**config.mk**
```make
export PLATFORM = sky130hd
export DESIGN_NAME = seq_restoring_divider
export DESIGN_NICKNAME = d
export VERILOG_FILES = /design/src/rtl/seq_restoring_divider_pkg.sv /design/src/rtl/seq_restoring_divider_iter_down_counter.sv /design/src/rtl/seq_restoring_divider.sv
export SDC_FILE = /design/constraint.sdc
export NUM_CORES = 1
export LEC_CHECK = 0
export ABC_AREA = 1
export CAP_MARGIN = 20
export CORE_MARGIN = 1.5
export CORE_UTILIZATION = 47
export CTS_CLUSTER_DIAMETER = 200
export CTS_CLUSTER_SIZE = 14
export DETAILED_ROUTE_END_ITERATION = 8
export GPL_ROUTABILITY_DRIVEN = 0
export PLACE_DENSITY_LB_ADDON = 0.12
export SLEW_MARGIN = 10
export SYNTH_ARGS = -nofsm -noshare
export SYNTH_HDL_FRONTEND = slang
export SYNTH_SLANG_ARGS = --single-unit
```
**constraint.sdc**
```tcl
create_clock -name Clk -period 2.2 [get_ports Clk]
set_input_delay 0.44 -clock Clk [delete_from_list [all_inputs] [get_ports Clk]]
set_output_delay 0.44 -clock Clk [all_outputs]
set_load 0.02 [all_outputs]
```
**src/rtl/seq_restoring_divider_pkg.sv**
```systemverilog
// Shared definitions for the sequential restoring divider.
//   - state_t    : FSM state encoding (IDLE/RUN/DONE, 2 bits)
//   - DEF_WIDTH  : default operand/result width
//   - DEF_CNT_W  : default iteration counter width (2**DEF_CNT_W >= DEF_WIDTH)
package seq_restoring_divider_pkg;

    localparam int unsigned DEF_WIDTH = 8;
    localparam int unsigned DEF_CNT_W = 3;

    typedef enum logic [1:0] {
        IDLE = 2'd0,
        RUN  = 2'd1,
        DONE = 2'd2
    } state_t;

endpackage

```
**src/rtl/seq_restoring_divider_iter_down_counter.sv**
```systemverilog
// Loadable down-counter that sequences the divider iterations.
// Ports:
//   Clk     : rising-edge clock
//   Reset   : asynchronous active-high reset (Out -> 0)
//   Load    : load LoadVal (priority over En)
//   En      : decrement by one
//   LoadVal : value loaded on Load
//   Out     : current count
//   Zero    : high when Out == 0
module iter_down_counter
    import seq_restoring_divider_pkg::*;
#(
    parameter int unsigned CNT_W = DEF_CNT_W
) (
    input  logic             Clk,
    input  logic             Reset,
    input  logic             Load,
    input  logic             En,
    input  logic [CNT_W-1:0] LoadVal,
    output logic [CNT_W-1:0] Out,
    output logic             Zero
);

    always_ff @(posedge Clk or posedge Reset) begin
        if (Reset) begin
            Out <= '0;
        end else if (Load) begin
            Out <= LoadVal;
        end else if (En) begin
            Out <= Out - CNT_W'(1);
        end
    end

    assign Zero = (Out == '0);

endmodule

```
**src/rtl/seq_restoring_divider.sv**
```systemverilog
// Iterative restoring divider, one quotient bit per clock, Start/Busy/Done
// handshake. Optional signed operation is enabled by defining the macro
// DIVIDER_SIGNED_EN; the default build is unsigned only.
// Ports:
//   Clk       : rising-edge clock
//   Reset     : asynchronous active-high reset
//   Start     : request a division (sampled only in IDLE)
//   Dividend  : numerator, sampled on the accepting edge
//   Divisor   : denominator, sampled on the accepting edge
//   Quotient  : registered result, updated only on completion
//   Remainder : registered result, updated only on completion
//   Busy      : high while iterating (RUN)
//   Done      : one-cycle completion pulse (DONE)
//   DivByZero : Divisor was zero at accept; held until the next accept
module seq_restoring_divider
    import seq_restoring_divider_pkg::*;
#(
    parameter int unsigned WIDTH = DEF_WIDTH,
    parameter int unsigned CNT_W = DEF_CNT_W
) (
    input  logic             Clk,
    input  logic             Reset,
    input  logic             Start,
    input  logic [WIDTH-1:0] Dividend,
    input  logic [WIDTH-1:0] Divisor,
    output logic [WIDTH-1:0] Quotient,
    output logic [WIDTH-1:0] Remainder,
    output logic             Busy,
    output logic             Done,
    output logic             DivByZero
);

    state_t state;
    state_t state_next;

    logic [WIDTH-1:0] r_reg;
    logic [WIDTH-1:0] q_reg;
    logic [WIDTH-1:0] d_reg;

    logic             accept;
    logic             divisor_zero;
    logic [WIDTH-1:0] dividend_mag;
    logic [WIDTH-1:0] divisor_mag;

    logic [CNT_W-1:0] cnt_out;
    logic             cnt_zero;
    logic             cnt_en;

    logic [2*WIDTH-1:0] rq_shift;
    logic [WIDTH-1:0]   r_shift;
    logic [WIDTH-1:0]   q_shift;
    logic [WIDTH:0]     trial;
    logic [WIDTH-1:0]   r_iter;
    logic [WIDTH-1:0]   q_iter;
    logic [WIDTH-1:0]   q_final;
    logic [WIDTH-1:0]   r_final;

    assign accept       = (state == IDLE) && Start;
    assign divisor_zero = (Divisor == '0);

`ifdef DIVIDER_SIGNED_EN
    logic neg_q;
    logic neg_r;

    assign dividend_mag = Dividend[WIDTH-1] ? -Dividend : Dividend;
    assign divisor_mag  = Divisor[WIDTH-1]  ? -Divisor  : Divisor;
    // Most-negative magnitude stays 100..0, which is its correct unsigned
    // magnitude, so MIN / -1 wraps back to MIN with no special case.
    assign q_final = neg_q ? -q_iter : q_iter;
    assign r_final = neg_r ? -r_iter : r_iter;

    always_ff @(posedge Clk or posedge Reset) begin
        if (Reset) begin
            neg_q <= 1'b0;
            neg_r <= 1'b0;
        end else if (accept) begin
            neg_q <= Dividend[WIDTH-1] ^ Divisor[WIDTH-1];
            neg_r <= Dividend[WIDTH-1];
        end
    end
`else
    assign dividend_mag = Dividend;
    assign divisor_mag  = Divisor;
    assign q_final      = q_iter;
    assign r_final      = r_iter;
`endif

    // One restoring step. R always fits in WIDTH-1 bits before a non-final
    // shift (it is bounded by the dividend prefix), so the shifted-out MSB of
    // R is never significant.
    assign rq_shift = {r_reg, q_reg} << 1;
    assign r_shift  = rq_shift[2*WIDTH-1:WIDTH];
    assign q_shift  = rq_shift[WIDTH-1:0];
    assign trial    = {1'b0, r_shift} - {1'b0, d_reg};
    assign r_iter   = trial[WIDTH] ? r_shift : trial[WIDTH-1:0];
    assign q_iter   = {q_shift[WIDTH-1:1], ~trial[WIDTH]};

    // Counter holds at zero on the final iteration edge instead of wrapping.
    assign cnt_en = (state == RUN) && (cnt_out != '0);

    iter_down_counter #(
        .CNT_W(CNT_W)
    ) u_iter_down_counter (
        .Clk    (Clk),
        .Reset  (Reset),
        .Load   (accept),
        .En     (cnt_en),
        .LoadVal(CNT_W'(WIDTH - 1)),
        .Out    (cnt_out),
        .Zero   (cnt_zero)
    );

    always_ff @(posedge Clk or posedge Reset) begin
        if (Reset) begin
            state <= IDLE;
        end else begin
            state <= state_next;
        end
    end

    always_comb begin
        state_next = state;
        Busy       = 1'b0;
        Done       = 1'b0;
        case (state)
            IDLE: begin
                if (Start) begin
                    state_next = divisor_zero ? DONE : RUN;
                end
            end
            RUN: begin
                Busy = 1'b1;
                if (cnt_zero) begin
                    state_next = DONE;
                end
            end
            DONE: begin
                Done       = 1'b1;
                state_next = IDLE;
            end
            default: begin
                state_next = IDLE;
            end
        endcase
    end

    always_ff @(posedge Clk or posedge Reset) begin
        if (Reset) begin
            r_reg     <= '0;
            q_reg     <= '0;
            d_reg     <= '0;
            Quotient  <= '0;
            Remainder <= '0;
            DivByZero <= 1'b0;
        end else if (accept) begin
            r_reg     <= '0;
            q_reg     <= dividend_mag;
            d_reg     <= divisor_mag;
            DivByZero <= divisor_zero;
            if (divisor_zero) begin
                Quotient  <= '1;
                Remainder <= Dividend;
            end
        end else if (state == RUN) begin
            r_reg <= r_iter;
            q_reg <= q_iter;
            if (cnt_zero) begin
                Quotient  <= q_final;
                Remainder <= r_final;
            end
        end
    end

endmodule

```
==> results of run 1 <==
## cells by family after synthesis
kind of cell,synth area share (%)
buf+inv,10.2
xor+xnor,0.341
compound gates,10.7
fa+ha+maj,5.65
simple gates,29.2
flops,43.8
## critical path, stage by stage, from the launching register on
cell             delay [ns]
dfrtp_2                0.45
nand2_2                0.13
clkinv_4               0.14
clkdlybuf4s50_1        0.62
## stage by stage
stage,hold WS [ns],instances
finish,0.472,434
global route,0.515,434
CTS,0.482,433
detailed placement,0.466,425
global placement,0.474,425
floorplan,0.457,323
## cells in the final DEF (no fill, tap or decap), types with 2 or more instances in the layout
cell type	count
clkdlybuf4s50_1	37
nand2_8	2
a31oi_1	7
a221o_1	5
inv_2	3
nand2_1	74
buf_12	2
nor2_8	2
dfrtp_1	44
clkinv_4	3
nand2_2	5
nor2_1	38
nand3_1	22
a21oi_2	2
inv_1	49
a21oi_1	15
or2_2	7
clkbuf_8	5
nand3b_1	2
ha_1	10
nand2_4	2
o21ai_0	16
## worst max-delay path by stage
stage,end,slack [ns],cells after the start
finish,Busy,0.11,3
global route,r_reg[6]$_DFFE_PP0P_,0.01,13
CTS,Busy,0.005,3
detailed placement,Remainder[1]$_DFFE_PP0P_,0.13,13
global placement,Remainder[6]$_DFFE_PP0P_,0.19,9
floorplan,Remainder[4]$_DFFE_PP0P_,0.36,13
## final cells by class
cell class | instances | area, sq um | area share, %
Inverter | 54 | 208 | 6.64
Tap cell | 70 | 87.6 | 2.80
Multi-Input combinational cell | 217 | 1190 | 38.2
Clock inverter | 3 | 22.5 | 0.720
Timing Repair Buffer | 40 | 418 | 13.4
Clock buffer | 5 | 68.8 | 2.20
Sequential cell | 45 | 1130 | 36.1
## synth_stat cells
master    number
nand2_8        2
a221o_1        5
ha_1          10
nand2_1       77
a21oi_1       15
or2_2          7
buf_2          2
xor2_1         1
a21oi_2        2
nor2_8         2
fa_1           1
nor2_1        38
nand4_1        1
clkbuf_1       1
nand3b_1       2
o221ai_1       1
or2_0          1
a31oi_1        7
or2_1          1
inv_2          3
o21ai_0       16
buf_4          1
nor2_4         1
nand2_4        1
buf_6          3
nand3_2        1
clkinv_4       1
nand2_2        3
dfrtp_1       45
nand3_1       22
inv_1         50
## power by group
part           internal, mW  total, mW  switching, mW
clock network         0.226      0.528          0.303
registers              1.23       1.48          0.252
logic                  1.29       3.21           1.92
total                  2.75       5.22           2.47
## routing by layer
layer | up-vias | global-route usage (%) | share of wire (%)
li1 | 1111 | - | -
met2 | 50 | 31.6 | 44
met3 | 7 | 3.33 | 4.7
met5 | - | 0 | 0
met1 | 971 | 31.6 | 50
met4 | 0 | 7.78 | 1.4
## what timing repair did
item	CTS	global route
gates resized for setup	0	6
buffers inserted	0	1
endpoints found under the setup margin	0	14
==> impl_metrics.json, run 1 <==
{
  "grt_use_total_pct": 21.4,
  "cts_root_buf": "clkbuf_8",
  "yosysWarnings": 0,
  "via_count": 2139,
  "crit_path_start": "state[0]$_DFFE_PP0P_",
  "synthCells": 323,
  "synth_area_leaders": "dfrtp_1 (44%), nand2_1 (11%), inv_1 (7.3%)",
  "path_clk_slew_ns": 0.09,
  "synth_cell_types": 31,
  "finalWirelength_mm": 5.78,
  "port-buffer-count": 37,
  "cp-start-kind": "flip-flop",
  "synth_top_area_share_pct": 43.8,
  "drtIter0Drc": 91,
  "timing.rr.end": "r_reg[6]$_DFFE_PP0P_",
  "setup_tns_ns": 0,
  "hold_path_class": "in -> async",
  "r2r_start": "q_reg[7]$_DFFE_PP0P_",
  "synth.net_count": 353,
  "cts_tree": "done",
  "worstPathMaxFanout": 8,
  "clock_path_buffers": 2,
  "period_share_pct": 94.9,
  "rows": 26,
  "avgSynthCellArea_sq_um": 7.95,
  "worst_pin_slew_ns": 0.374,
  "rsz0062_at_grt": "no",
  "yosysSeqAreaShare_pct": 43.8,
  "grt_max_degree": 46,
  "dieArea_sq_mm": 0.00592,
  "antenna_found_initial": 0,
  "worstSetupEndpointType": "output pin",
  "pin_count": 38,
  "synth_area_leader_cell": "dfrtp_1",
  "htreeDepth": 2,
  "period_needed_ns": 2.09,
  "initial_utilization_pct": 49.7,
  "finalHoldViolCount": 0,
  "avgRoutedWirePerCell_um": 13.3,
  "fin_nets": 393,
  "finalSetupViolations": 0,
  "core_area_sq_mm": 0.00517,
  "cts_sinks": 45,
  "grt_pass1_vias": 2050,
  "cap_violations": 0,
  "arrival_ns": 1.65,
  "avgViaCountPerCell": 4.93,
  "areaGrowthSynthToFinish_pct": 21.7,
  "drive_above_1_share_pct": 10.7,
  "fmax_ghz": 0.479,
  "dpl.hpwl_mm": 4.27,
  "cts_hold_buf": 0,
  "die_h_um": 76.9,
  "insertion_delay_ns": 0.31,
  "pre_cts_ws_ns": 0.135,
  "firstDrtPassIters": 4,
  "grt_pass1_wl_mm": 9.98,
  "nFillCells": 468,
  "grt_overflow": 0,
  "reg2reg_depth": 13,
  "utilization_pct": 60.4,
  "worst-setup-path-type": "reg -> out",
  "cts_inserted_buffers": 5,
  "place_area_sq_mm": 0.00301,
  "critPathRequiredTime_ns": 1.76,
  "drc_errors": 0,
  "finClkSkew_ns": 0.00828,
  "worst_slack_ns": 0.113,
  "relSlewSlack_pct": 75.0,
  "fp.dieW_um": 76.9,
  "postRouteAntennaNets": 0,
  "status": "complete, no violations",
  "maxSlewViolCount": 0,
  "stdcell_area_sq_mm": 0.00313,
  "netlist_area_sq_mm": 0.00257,
  "ys_ff_latch": 45,
  "vdd_ir_drop_max_uv": 805,
  "fin_total_pwr_mw": 5.22,
  "powerDensity_mw_per_mm2": 1670,
  "rrSetupSlack_ns": 0.17,
  "antennaDiodeCount": 0,
  "p_leak_nw": 1.59
}
Power figures use the tool's default switching activity.
==> run 2: changes to the inputs <==
ABC_AREA = not set   (was 1)
CORE_ASPECT_RATIO = 0.7   (was not set)
CORE_UTILIZATION = 48   (was 47)
==> run 2 against run 1 <==
- the run now ends with setup timing left
- worst setup slack got worse by 0.18 ns
- highest routed layer unchanged
- utilization rose by 7.4 points
- largest power group unchanged
- cell count fell by 19%
==> impl_metrics.json, run 2 <==
{
  "violations": "setup timing",
  "arrival_ns": 2.50,
  "clock_path_buffers": 2,
  "worst-setup-path-type": "reg -> reg",
  "synth_edf_count": 0,
  "hold_path_class": "in -> async",
  "critPathRequiredTime_ns": 2.44,
  "critPathSlowestCell": "dfrtp_1",
  "finalSetupViolations": 12,
  "maxSlewViolCount": 0,
  "top_layer_used": "met4",
  "pin_count": 38,
  "postRouteAntennaNets": 0,
  "finClkSkew_ns": 0.00519,
  "via_count": 1986,
  "ys_ff_latch": 45,
  "synth_cell_types": 42,
  "status": "finished, violations left",
  "p_leak_nw": 1.35,
  "synth_area_leaders": "dfrtp_1 (48%), nand2_1 (6.0%), ha_1 (5.4%)",
  "worst_slack_ns": -0.0626,
  "port-buffer-count": 37,
  "rows": 20,
  "dpl.hpwl_mm": 4.11,
  "grt_overflow": 0,
  "cap_violations": 0,
  "fin_cells": 352,
  "rsz0062_at_grt": "yes",
  "fin_nets": 327,
  "ys.flop_type": "dfrtp_1",
  "htreeDepth": 2,
  "period_needed_ns": 2.26,
  "firstDrtPassIters": 6,
  "crit_chain": "inv_1 > ha_2 > inv_2 > fa_2 > a211o_1 > a21o_1 > a211oi_4 > buf_6 > a22oi_1 > a31oi_1",
  "drive_above_1_share_pct": 15.8,
  "avgRoutedWirePerCell_um": 15.8,
  "yosysWarnings": 0,
  "finalWirelength_mm": 5.58,
  "stdcell_area_sq_mm": 0.00306,
  "synthCells": 242,
  "cts_hold_buf": 0,
  "place_area_sq_mm": 0.00290,
  "grt_use_total_pct": 23.3,
  "final_common_cell": "dfrtp_1",
  "drc_errors": 0,
  "avgViaCountPerCell": 5.64,
  "cts_sinks": 45,
  "areaGrowthSynthToFinish_pct": 31.0,
  "cts_tree": "done",
  "async_flop_share_pct": 100,
  "insertion_delay_ns": 0.31,
  "wl_met3_um": 247,
  "synth_top_area_share_pct": 48.3,
  "core_area_sq_mm": 0.00450,
  "cts_root_buf": "clkbuf_8",
  "worstSetupEndpointType": "flip-flop",
  "wl_met2_mm": 2.31,
  "powerDensity_mw_per_mm2": 1700,
  "vdd_ir_drop_max_uv": 706,
  "whs_ns": 0.471,
  "cts_inserted_buffers": 5,
  "antennaDiodeCount": 0,
  "dp_cells": 344,
  "finalHoldViolCount": 0,
  "worstPathMaxFanout": 8,
  "worst_pin_slew_ns": 0.443,
  "antenna_found_initial": 0,
  "regArea_sq_mm": 0.00113,
  "fmax_ghz": 0.442,
  "netlist_area_sq_mm": 0.00233,
  "slowest_delay_ns": 0.40,
  "relSlewSlack_pct": 70.5,
  "yosysSeqAreaShare_pct": 48.3,
  "avgSynthCellArea_sq_um": 9.64,
  "dieArea_sq_mm": 0.00530,
  "grt_pass1_wl_mm": 9.05,
  "cp-start-kind": "flip-flop",
  "nFillCells": 380,
  "grt_max_degree": 46,
  "drt-met1-wl_mm": 2.97,
  "synth_area_leader_cell": "dfrtp_1",
  "period_share_pct": 103,
  "synth_most_common_cell": "dfrtp_1",
  "fp.dieW_um": 86.3,
  "die_h_um": 61.3,
  "pre_cts_ws_ns": -0.0792,
  "multi_input_area_sq_mm": 0.00115,
  "grt_pass1_vias": 1751,
  "synth.net_count": 272,
  "fin_total_pwr_mw": 5.19,
  "drtIter0Drc": 153,
  "path_clk_slew_ns": 0.09,
  "final_cell_mix": "dfrtp_1 (45), nand2_1 (37), clkdlybuf4s50_1 (37)",
  "synth_commonest_cells": "dfrtp_1 (45), nand2_1 (37), o21ai_0 (19)",
  "initial_utilization_pct": 51.8
}
-- run 2: changes by cell type after synthesis, sizes merged, moves of 4 or more --
cell / before / now
a21o: 0 / 7
a221o: 5 / 1
a22oi: 0 / 10
clkbuf: 1 / 5
inv: 53 / 13
nand2: 83 / 38
nand3: 23 / 1
nor2: 41 / 13
nor2b: 0 / 11
o211ai: 0 / 4
o21ai: 16 / 23
o22a: 0 / 8
or2: 9 / 0
-- run 2: what timing repair did --
item,CTS,global route
resized for setup,3,11
endpoints found under the setup margin,16,18
setup buffers,0,1
pin swaps,0,6
gates cloned,0,0
-- run 2: per-stage QoR --
stage	util, %	setup TNS, ns
final	67.9	-0.342
after global routing	67.9	-1.95
after CTS	66.9	-0.0936
after detailed placement	64.3	-0.691
after global placement	64.3	-0.0120
after floorplan	-	0
-- run 2: area by class of cell --
class | count | share of cell area (%)
Multi-Input combinational cell | 174 | 37.7
Tap cell | 55 | 2.25
Sequential cell | 45 | 36.8
Timing Repair Buffer | 58 | 18.2
Clock inverter | 2 | 1.15
Clock buffer | 5 | 2.25
Inverter | 13 | 1.60
-- run 2: kinds of logic after synthesis --
| group | count (synthesis) | share of synthesized area (%) |
|---|---|---|
| AO/OA/AOI/OAI | 83 | 24.0 |
| AND/OR/NAND/NOR | 76 | 15.8 |
| flip-flops | 45 | 48.3 |
| buffers and inverters | 23 | 4.29 |
| adder cells (fa/ha/maj) | 11 | 6.22 |
| XOR/XNOR | 4 | 1.50 |
-- run 2: final timing paths --
kind / from / end / slack, ns / cells past startpoint
setup reg to reg: q_reg[7]$_DFFE_PP0P_ / Remainder[3]$_DFFE_PP0P_ / -0.06 / 10
setup / recovery: q_reg[7]$_DFFE_PP0P_ / Remainder[3]$_DFFE_PP0P_ / -0.06 / 10
min in group Clk: Quotient[7]$_DFFE_PP0P_ / Quotient[7]$_DFFE_PP0P_ / 0.49 / 1
hold reg to reg: Quotient[7]$_DFFE_PP0P_ / Quotient[7]$_DFFE_PP0P_ / 0.49 / 1
max in group asynchronous: Reset / Quotient[1]$_DFFE_PP0P_ / 1.51 / 3
hold / removal: Reset / Quotient[5]$_DFFE_PP0P_ / 0.47 / 3
-- run 2: power breakdown --
| part | internal [mW] | switching (mW) |
|---|---|---|
| logic | 1.46 | 1.61 |
| registers | 1.22 | 0.283 |
| clock network | 0.330 | 0.292 |
| total | 3.01 | 2.18 |
-- run 2: layer usage --
metal	up-vias	GRT usage (%)
met5	-	0
li1	974	-
met4	0	5.53
met1	959	35.5
met3	4	6.43
met2	49	32.9
-- run 2: critical path, delay by kind of cell (launching register included) --
| family | cells | cell delay [ns] |
|---|---|---|
| adders and majority gates | 2 | 0.51 |
| AOI/OAI and AO/OA | 5 | 1.02 |
| DFF | 1 | 0.40 |
| buffers and inverters | 3 | 0.26 |
==> run 3: changes to the inputs <==
ABC_CLOCK_PERIOD_IN_PS = 2200   (was not set)
==> results of run 3 <==
The final DEF is identical to that of run 2; final timing and power are the same.
==> edit, RTL diff (settings of run 3) <==
Change the package constant `DEF_WIDTH` from 8 to 12.
--- a/src/rtl/seq_restoring_divider_pkg.sv
+++ b/src/rtl/seq_restoring_divider_pkg.sv
@@ -4,7 +4,7 @@
 //   - DEF_CNT_W  : default iteration counter width (2**DEF_CNT_W >= DEF_WIDTH)
 package seq_restoring_divider_pkg;
 
-    localparam int unsigned DEF_WIDTH = 8;
+    localparam int unsigned DEF_WIDTH = 12;
     localparam int unsigned DEF_CNT_W = 3;
 
     typedef enum logic [1:0] {
Interface: changed (resized Dividend, Divisor, Quotient and Remainder); port bits go from 38 to 54. The function was not compared with the original's and may differ.
==> edit against run 3 <==
The run still ends with setup timing left. Setup slack got worse by 0.14 ns. Area after synthesis increased by 52%. Power grew 76%. Count of clock-buffer cells in the layout grew 6. Sequential share of layout area decreased by 4.9 points. Cell count increased by 76%. Die area increased by 50%. Sequential cell count is 20 higher. Final area increased by 67%. Combinational power rose by 95%. Wire length rose by 83%. Clock power rose by 66%. Largest cell class unchanged. Largest power group unchanged.
==> edit: results <==
[clock_tree]
htree_levels = 3
cts_made_buffers = 9

[placement]
hpwl_mm = 6.97
io_buffers = 53
placed_cell_area_um2 = 4680
place_ws_ns = -0.562

[synthesis]
ys_seq_area_share_pct = 45.8
yosysUniqueCellTypes = 54
synth_commonest_cells = "dfrtp_1 (65), nand2_1 (61), o21ai_0 (48), nor2_1 (29), a21oi_1 (25)"

[finish]
drive_gt1_share_pct = 26.7

[setup_path]
cpPeakStageDelay_ns = 0.37
crit_end = "Remainder[2]$_DFFE_PP0P_"
critPathMaxFanout = 5
r2r_end = "Remainder[2]$_DFFE_PP0P_"
cp-startpoint = "q_reg[11]$_DFFE_PP0P_"
crit_arrival_ns = 2.66

[status]
violations = "setup timing"
outcome = "finished with violations"

[grt]
grt_max_degree = 65
grt_use_met3_pct = 4.85
grt_use_met1_pct = 36.8
grt_pass1_vias = 3193
grt.total_usage_pct = 26.2
grt_pass1_wl_mm = 15.9
met2_usage_pct = 41.9

[sta]
slew_headroom_pct = 77.0
final-setup-viol-count = 24
setup_ws_ns = -0.204

[pwr]
vdd_drop_max_uv = 1060

[detailed_routing]
drt_iter0_drc = 184
viasPerCell = 5.42
wl_per_cell_um = 16.5

[floorplan]
start_util_pct = 49.2
[edit: report_power, final]
group | internal (mW) | switching [mW] | leakage, nW
sequential | 1.76 | 0.360 | 0.801
combinational | 2.88 | 3.09 | 1.43
clock | 0.551 | 0.483 | 0.0953
total | 5.18 | 3.93 | 2.33
[edit: cell type report]
class / instances / area, um^2
well taps: 98 / 123
clock inverters: 5 / 55.1
repair buffers: 132 / 1150
multi-input cells: 286 / 1920
flip-flops and latches: 65 / 1630
inverters: 21 / 78.8
clock buffers: 11 / 141
fillers: 568 / 2130
[edit: kinds of logic (layout without fill, tap and decap cells)]
group	Yosys count	count (layout)	synth area share, %
flip-flops	65	65	45.8
buffers and inverters	43	169	5.39
multiplexers	6	6	1.73
adder cells (fa/ha/maj)	15	15	5.50
XOR/XNOR	7	7	1.73
AO/OA/AOI/OAI	117	117	21.6
AND/OR/NAND/NOR	138	141	18.3
[edit: timing repair]
item / CTS / global route
gates resized for setup: 28 / 12
pin swaps: 19 / 12
endpoints found under the setup margin: 26 / 25
cloned: 3 / 0
buffers inserted: 4 / 2
[edit: how the worst min path moves through the flow]
stage / startpoint / to / slack (ns) / cells after the start
after floorplan: d_reg[0]$_DFFE_PP0P_ / d_reg[0]$_DFFE_PP0P_ / 0.46 / 2
after global placement: DivByZero$_DFFE_PP0P_ / DivByZero$_DFFE_PP0P_ / 0.46 / 1
after detailed placement: DivByZero$_DFFE_PP0P_ / DivByZero$_DFFE_PP0P_ / 0.48 / 1
after CTS: Reset / DivByZero$_DFFE_PP0P_ / 0.24 / 2
after global routing: Reset / DivByZero$_DFFE_PP0P_ / 0.27 / 2
final: Reset / DivByZero$_DFFE_PP0P_ / 0.26 / 2
[edit: per-layer routing]
| metal | share of wire [%] | up-vias | wire length [um] |
|---|---|---|---|
| met5 | 0 | - | 0 |
| met4 | 0.74 | 0 | 75 |
| met3 | 6.3 | 9 | 637 |
| met2 | 46 | 96 | 4680 |
| met1 | 47 | 1626 | 4800 |
| li1 | - | 1617 | - |
[edit: through the flow]
stage	power, mW	std cells
CTS	8.81	616
global route	9.73	618
finish	9.12	618
global placement	7.10	593
detailed placement	7.27	593
floorplan	5.20	391
